<file path="src/rtl/bit_serial_subtractor.sv">
// Bit-serial unsigned subtractor: computes a - b one bit per clock, LSB first,
// with a single borrow flip-flop, a start/busy/done handshake and a parallel result.
module bit_serial_subtractor #(
    parameter int unsigned WIDTH = 4
) (
    input  logic             clk,
    input  logic             rst,
    input  logic             start,
    input  logic [WIDTH-1:0] a,
    input  logic [WIDTH-1:0] b,
    output logic             busy,
    output logic             diff_bit,
    output logic             diff_valid,
    output logic [WIDTH-1:0] diff,
    output logic             borrow_out,
    output logic             done
);

    localparam int unsigned CW = $clog2(WIDTH) + 1;

    typedef enum logic [1:0] {
        StIdle,
        StShift,
        StDone
    } state_e;

    state_e           state_q, state_d;
    logic [WIDTH-1:0] sa_q, sa_d;
    logic [WIDTH-1:0] sb_q, sb_d;
    logic [WIDTH-1:0] res_q, res_d;
    logic [WIDTH-1:0] diff_q, diff_d;
    logic [CW-1:0]    count_q, count_d;
    logic             borrow_q, borrow_d;
    logic             borrow_out_q, borrow_out_d;
    logic             diff_bit_q, diff_bit_d;
    logic             diff_valid_q, diff_valid_d;

    // Half-subtractor chained through the incoming borrow: returns {borrow, difference}.
    function automatic logic [1:0] sub_step(input logic a0, input logic b0, input logic br);
        logic d;
        logic bo;
        d  = a0 ^ b0 ^ br;
        bo = (~a0 & b0) | (~(a0 ^ b0) & br);
        return {bo, d};
    endfunction

    logic [1:0]     step;
    logic [WIDTH:0] res_ext;

    always_comb begin
        state_d      = state_q;
        sa_d         = sa_q;
        sb_d         = sb_q;
        res_d        = res_q;
        diff_d       = diff_q;
        count_d      = count_q;
        borrow_d     = borrow_q;
        borrow_out_d = borrow_out_q;
        diff_bit_d   = 1'b0;
        diff_valid_d = 1'b0;
        step         = 2'b00;
        res_ext      = '0;

        unique case (state_q)
            StIdle: begin
                if (start) begin
                    // Bit 0 is computed at acceptance so the registered serial output
                    // carries it in the very first busy cycle.
                    step         = sub_step(a[0], b[0], 1'b0);
                    res_ext      = {step[0], {WIDTH{1'b0}}};
                    res_d        = res_ext[WIDTH:1];
                    sa_d         = a >> 1;
                    sb_d         = b >> 1;
                    borrow_d     = step[1];
                    count_d      = '0;
                    diff_bit_d   = step[0];
                    diff_valid_d = 1'b1;
                    diff_d       = '0;
                    borrow_out_d = 1'b0;
                    state_d      = StShift;
                end
            end
            StShift: begin
                if (count_q == CW'(WIDTH - 1)) begin
                    diff_d       = res_q;
                    borrow_out_d = borrow_q;
                    state_d      = StDone;
                end else begin
                    step         = sub_step(sa_q[0], sb_q[0], borrow_q);
                    res_ext      = {step[0], res_q};
                    res_d        = res_ext[WIDTH:1];
                    sa_d         = sa_q >> 1;
                    sb_d         = sb_q >> 1;
                    borrow_d     = step[1];
                    count_d      = count_q + 1'b1;
                    diff_bit_d   = step[0];
                    diff_valid_d = 1'b1;
                end
            end
            StDone: begin
                state_d = StIdle;
            end
            default: begin
                state_d = StIdle;
            end
        endcase
    end

    always_ff @(posedge clk) begin
        if (rst) begin
            state_q      <= StIdle;
            sa_q         <= '0;
            sb_q         <= '0;
            res_q        <= '0;
            diff_q       <= '0;
            count_q      <= '0;
            borrow_q     <= 1'b0;
            borrow_out_q <= 1'b0;
            diff_bit_q   <= 1'b0;
            diff_valid_q <= 1'b0;
        end else begin
            state_q      <= state_d;
            sa_q         <= sa_d;
            sb_q         <= sb_d;
            res_q        <= res_d;
            diff_q       <= diff_d;
            count_q      <= count_d;
            borrow_q     <= borrow_d;
            borrow_out_q <= borrow_out_d;
            diff_bit_q   <= diff_bit_d;
            diff_valid_q <= diff_valid_d;
        end
    end

    assign busy       = (state_q == StShift);
    assign done       = (state_q == StDone);
    assign diff_bit   = diff_bit_q;
    assign diff_valid = diff_valid_q;
    assign diff       = diff_q;
    assign borrow_out = borrow_out_q;

endmodule

</file>
<file path="config.mk">
export PLATFORM = sky130hd
export DESIGN_NAME = bit_serial_subtractor
export DESIGN_NICKNAME = d
export VERILOG_FILES = /design/src/rtl/bit_serial_subtractor.sv
export SDC_FILE = /design/constraint.sdc
export NUM_CORES = 1
export LEC_CHECK = 0
export BUFFER_PORTS_ARGS = -buffer_cell sky130_fd_sc_hd__buf_2
export CORE_UTILIZATION = 30
export CTS_CLUSTER_DIAMETER = 40
export DETAILED_ROUTE_END_ITERATION = 7
export HOLD_SLACK_MARGIN = 0.02
export PLACE_DENSITY = 0.54
export SLEW_MARGIN = 5
export SYNTH_ARGS = -nofsm -noshare
export SYNTH_HDL_FRONTEND = slang
export SYNTH_SLANG_ARGS = --single-unit
</file>
<file path="constraint.sdc">
create_clock -name clk -period 2.25 [get_ports clk]
set_clock_uncertainty 0.15 [all_clocks]
set_input_delay 0.45 -clock clk [delete_from_list [all_inputs] [get_ports clk]]
set_output_delay 0.45 -clock clk [all_outputs]
set_load 0.02 [all_outputs]
</file>
==> run metrics, run 1 <==
Vias=835; maximum vdd drop=0.205 mV; I/O pin cnt=20; wire length per cell=12.2 um; Pleak=0.505 nW; most common library cell in the layout ignoring fill and taps=dfxtp_1; CP Launch Type=flop; dpl ws=0.538 ns; Post-CTS Setup Inserts=0; CTS root buf=clkbuf_4; DRC Markers=0; Hold Vio Cnt, Final=0; CTS H-Tree Depth=1; crit-path max cell delay=0.53 ns; logic gate share of total power=13.9%; Layout area overhead=16.4%; Final Cycle Share=84.8%; DIE AREA=3600 um2; clock power share=26.4%; Setup TNS Final=0 ns; die span in y=60.0 um; GP Congestion=0.797; PD cells=635 nW/um2; HP Class=in2reg; post-DP HPWL=1510 um; Critical Path AT=1.31 ns; Flop pwr share=59.7%; clock latency on the worst-skew pair=0.32 ns; EDFF count, synth=0; TritonCTS clock tree=yes; vias in the first global route=763; # rows=20; grt total ovfl=0; RSZ-0062 raised after global routing=no; Syn Nets=123; post-cts resize count=0; GRT Util Overall=13.6%; met1 Use GR=17.2%; Max Cap Viol=0; flops & latches, synth=23; clock sink count=23; Crit Path Class=reg2out; total wire length=2080 um; final slew viol count=0; final worst setup slack=0.342 ns; CP Data Required Time=1.65 ns; hold slack=0.249 ns; Max Clk Rate=0.524 GHz; GRT met2 Usage=21.0%; die width=60.0 um; Post-CTS Hold Buffers=0; initial antenna violation count=0; First-pass DRT Iterations=4; IO buf count=19; most frequent cells in the layout=23 x dfxtp_1, 19 x buf_2, 12 x a21oi_1; final setup fails=0; clock-pin transition on the worst setup and hold timing paths=0.13 ns; share of layout cells above drive strength 1=27.8%; Worst slew margin=62.6%; global-route wire length before repair=3510 um; post-synthesis cell count=107; Nets=143; ANT nets after route=0; Max Fanout on Critical Path=9; Critical Path, Cell by Cell=nor2b_2 -> buf_2; CP endpoint kind=primary output; count of cell types in the netlist=29; total CTS buffers=3; register area share after synthesis=45.7%; Cell Area, Synth=1010 um2; number of inserted diodes=0; DR vias/cell=4.91; P_int=0.541 mW; YS warnings=0; Synth async-reset ratio=0%; Synth Flop Type=dfxtp_1; Worst Max-Slew Pin Slew=0.560 ns; grt peak-use layer=met2; buffer depth of the longest clock path=2; Crit-path slowest cell=dfxtp_1; largest net degree at the start of global routing=22; Tmin final=1.91 ns; Initial Util=32.2%; sw frac=27.3%; Core Box Area=3130 um2; status=finished clean; P_sw=0.203 mW; Initial DRC Count=31; GR Util met3=2.60%; Mapped Avg Cell Area=9.42 um2
metal layers:
| layer | wire (um) | up-vias |
|---|---|---|
| met4 | 50 | 0 |
| met5 | 0 | - |
| met2 | 927 | 21 |
| met3 | 74 | 4 |
| li1 | - | 424 |
| met1 | 1020 | 386 |
power groups by stage:
| stage | registers (mW) | logic, mW | clock network (mW) |
|---|---|---|---|
| 6_report | 0.445 | 0.104 | 0.197 |
| 5_1_grt | 0.448 | 0.118 | 0.220 |
| 4_1_cts | 0.445 | 0.105 | 0.204 |
| 3_5_place_dp | 0.453 | 0.105 | 0 |
| 3_3_place_gp | 0.454 | 0.104 | 0 |
| 2_1_floorplan | 0.452 | 0.0719 | 0 |
worst paths after layout:
kind	startpoint	to	slack [ns]	depth (start not counted)
setup reg to reg	count_q[0]	sa_q[0]	0.54	5
hold reg to reg	res_q[2]	res_q[1]	0.33	2
hold / removal	start	diff_bit	0.25	3
setup / recovery	state_q[0]	busy	0.34	2
stage by stage:
| stage | instances | power, mW | instance area [um2] | utilization [%] |
|---|---|---|---|---|
| after floorplan | 107 | 0.524 | 1010 | - |
| after global placement | 166 | 0.557 | 1150 | 36.6 |
| after detailed placement | 166 | 0.558 | 1150 | 36.6 |
| after CTS | 170 | 0.753 | 1170 | 37.5 |
| after global routing | 170 | 0.786 | 1170 | 37.5 |
| final | 170 | 0.745 | 1170 | 37.5 |
cell usage after synthesis (2+ instances only):
| cell type | instances | area share [%] |
|---|---|---|
| dfxtp_1 | 23 | 46 |
| a21oi_1 | 12 | 6.0 |
| nor2_1 | 9 | 3.3 |
| nand2_1 | 8 | 3.0 |
| inv_1 | 6 | 2.2 |
| o21ai_0 | 6 | 3.0 |
| o221a_2 | 5 | 5.6 |
| a22o_1 | 4 | 3.5 |
| buf_2 | 4 | 2.0 |
| ha_1 | 4 | 5.0 |
| a211oi_1 | 2 | 1.5 |
| a31oi_1 | 2 | 1.2 |
| a32oi_1 | 2 | 1.7 |
| and3b_1 | 2 | 1.7 |
| nand2b_1 | 2 | 1.2 |
| nand3b_1 | 2 | 1.5 |
| nor3_1 | 2 | 0.99 |
final cells by class:
class                           count  area (um2)
Fill cell                         333        1950
Multi-Input combinational cell     72         498
Sequential cell                    23         460
Timing Repair Buffer               21         110
Tap cell                           44        55.1
Clock buffer                        3        22.5
Inverter                            6        22.5
Clock inverter                      1        5.00
flip-flops by register name, summed over array words and instances (netlist names):
register / count
sb_q: 3
sa_q: 3
diff_bit: 1
state_q: 2
borrow_q: 1
count_q: 3
borrow_out: 1
diff_valid: 1
res_q: 4
diff: 4
cell families (layout without fill, tap and decap cells):
group                      Yosys count  count (layout)  share of synthesized area (%)
AOI/OAI and AO/OA                   36              36                           25.1
adders and majority gates            5               5                           6.95
buffers and inverters               12              31                           4.96
DFF                                 23              23                           45.7
muxes                                1               1                           1.12
and+or+nand+nor                     30              30                           16.3
worst max-delay path, delay by kind of cell (launching register included):
kind,cells,cell delay (ns)
DFF,1,0.53
and+or+nand+nor,1,0.27
buffers and inverters,1,0.19
No activity file was read; power rests on OpenSTA's default activity.
==> run 2: changes to the inputs <==
==> constraint.sdc (replaced) <==
create_clock -name clk -period 1.8 [get_ports clk]
set_clock_uncertainty 0.15 [all_clocks]
set_input_delay 0.36 -clock clk [delete_from_list [all_inputs] [get_ports clk]]
set_output_delay 0.36 -clock clk [all_outputs]
set_load 0.02 [all_outputs]
==> run 2 against run 1 <==
Against the previous run: sequential power grew 24%; register-to-register slack lost 0.44 ns; worst setup slack lost 0.25 ns; critical path type is now reg2reg; critical endpoint is now sa_q[0]; largest power group unchanged.
==> run metrics, run 2 (synthesis results as in run 1) <==
final slew viol count=0; Layout area overhead=18.7%; vias in the first global route=757; CP Data Required Time=1.91 ns; post-DP HPWL=1570 um; Pleak=0.520 nW; Hold Vio Cnt, Final=0; Worst slew margin=78.8%; total wire length=2030 um; share of layout cells above drive strength 1=30.2%; CTS root buf=clkbuf_4; Max Cap Viol=0; initial antenna violation count=0; clock sink count=23; Max Clk Rate=0.587 GHz; clock-pin transition on the worst setup and hold timing paths=0.14 ns; CP Launch Type=flop; Critical Path AT=1.81 ns; Final Non-Filler Cells=173; HP Class=in2reg; grt total ovfl=0; placed inst area=1170 um2; DIE AREA=3600 um2; Max Fanout on Critical Path=10; Initial Util=32.2%; Vias=844; Core Box Area=3130 um2; most common library cell in the layout ignoring fill and taps=dfxtp_1; status=finished clean; PD cells=778 nW/um2; clock latency on the worst-skew pair=0.32 ns; CP endpoint kind=flop; First-pass DRT Iterations=4; Final Cycle Share=94.7%; RSZ-0062 raised after global routing=no; number of inserted diodes=0; most frequent cells in the layout=22 x dfxtp_1, 19 x buf_2, 12 x a21oi_1; die span in y=60.0 um; die width=60.0 um; Post-CTS Setup Inserts=0; IO buf count=19; DRC Markers=0; buffer depth of the longest clock path=2; largest net degree at the start of global routing=14; DR vias/cell=4.88; post-route cell area=1200 um2; Crit Path Class=reg2reg; CTS H-Tree Depth=1; Worst Max-Slew Pin Slew=0.318 ns; Nets=146; wire length per cell=11.7 um; TritonCTS clock tree=yes; placed cell count=169; # rows=20; Initial DRC Count=21; maximum vdd drop=0.393 mV; GP Congestion=0.741; ANT nets after route=0; GRT Util Overall=13.0%; final setup fails=0; Tmin final=1.70 ns; Tot Pwr=0.931 mW; total CTS buffers=3; Setup TNS Final=0 ns; hold slack=0.161 ns; I/O pin cnt=20; global-route wire length before repair=3490 um
## run 2: cell types whose count changed in the layout (fill, tap and decap cells not counted)
| cell | before | now |
|---|---|---|
| dfxtp_2 | 0 | 1 |
| dfxtp_1 | 23 | 22 |
| buf_4 | 2 | 5 |
## run 2: stage by stage
stage                     utilization (%)  setup slack (ns)
after floorplan                         -             0.221
after global placement               37.4             0.160
after detailed placement             37.4             0.114
after CTS                            38.2            0.0472
after global routing                 38.3           0.00528
final                                38.3            0.0955
## run 2: path summary, 6_finish.rpt
path	slack (ns)	depth (start not counted)	end	start
max	0.1	5	sa_q[0]	count_q[0]
min	0.16	3	diff_bit	start
max reg2reg	0.1	5	sa_q[0]	count_q[0]
min reg2reg	0.33	1	count_q[0]	count_q[0]
## run 2: routing by layer
metal | global-route usage [%] | routed length, um
met5 | 0 | 0
met3 | 3.90 | 83
met2 | 20.6 | 916
met1 | 16.6 | 999
met4 | 4.98 | 27
## run 2: timing repair
action,4_1_cts,5_1_grt
endpoints found under the setup margin,0,1
resized for setup,0,1
hold buffers,0,0
## run 2: worst max-delay path: stages, from the launching register on
cell and delay (ns):
dfxtp_1 0.34, ha_1 0.21, ha_1 0.22, a21o_1 0.30, nor2_4 0.22, o221a_2 0.22
## run 2: where the power goes
part / internal, mW / total, mW / switching [mW] / leakage, nW
Sequential: 0.535 / 0.553 / 0.0184 / 0.189
Combinational: 0.0634 / 0.137 / 0.0736 / 0.314
Clock: 0.0831 / 0.241 / 0.158 / 0.0177
Total: 0.682 / 0.931 / 0.250 / 0.520
## run 2: layout make-up
type / count / area [um2]
multi-input cells: 72 / 498
well taps: 44 / 55.1
inverters: 6 / 22.5
fillers: 333 / 1930
flip-flops and latches: 23 / 462
clock inverters: 1 / 5.00
repair buffers: 24 / 133
clock buffers: 3 / 22.5
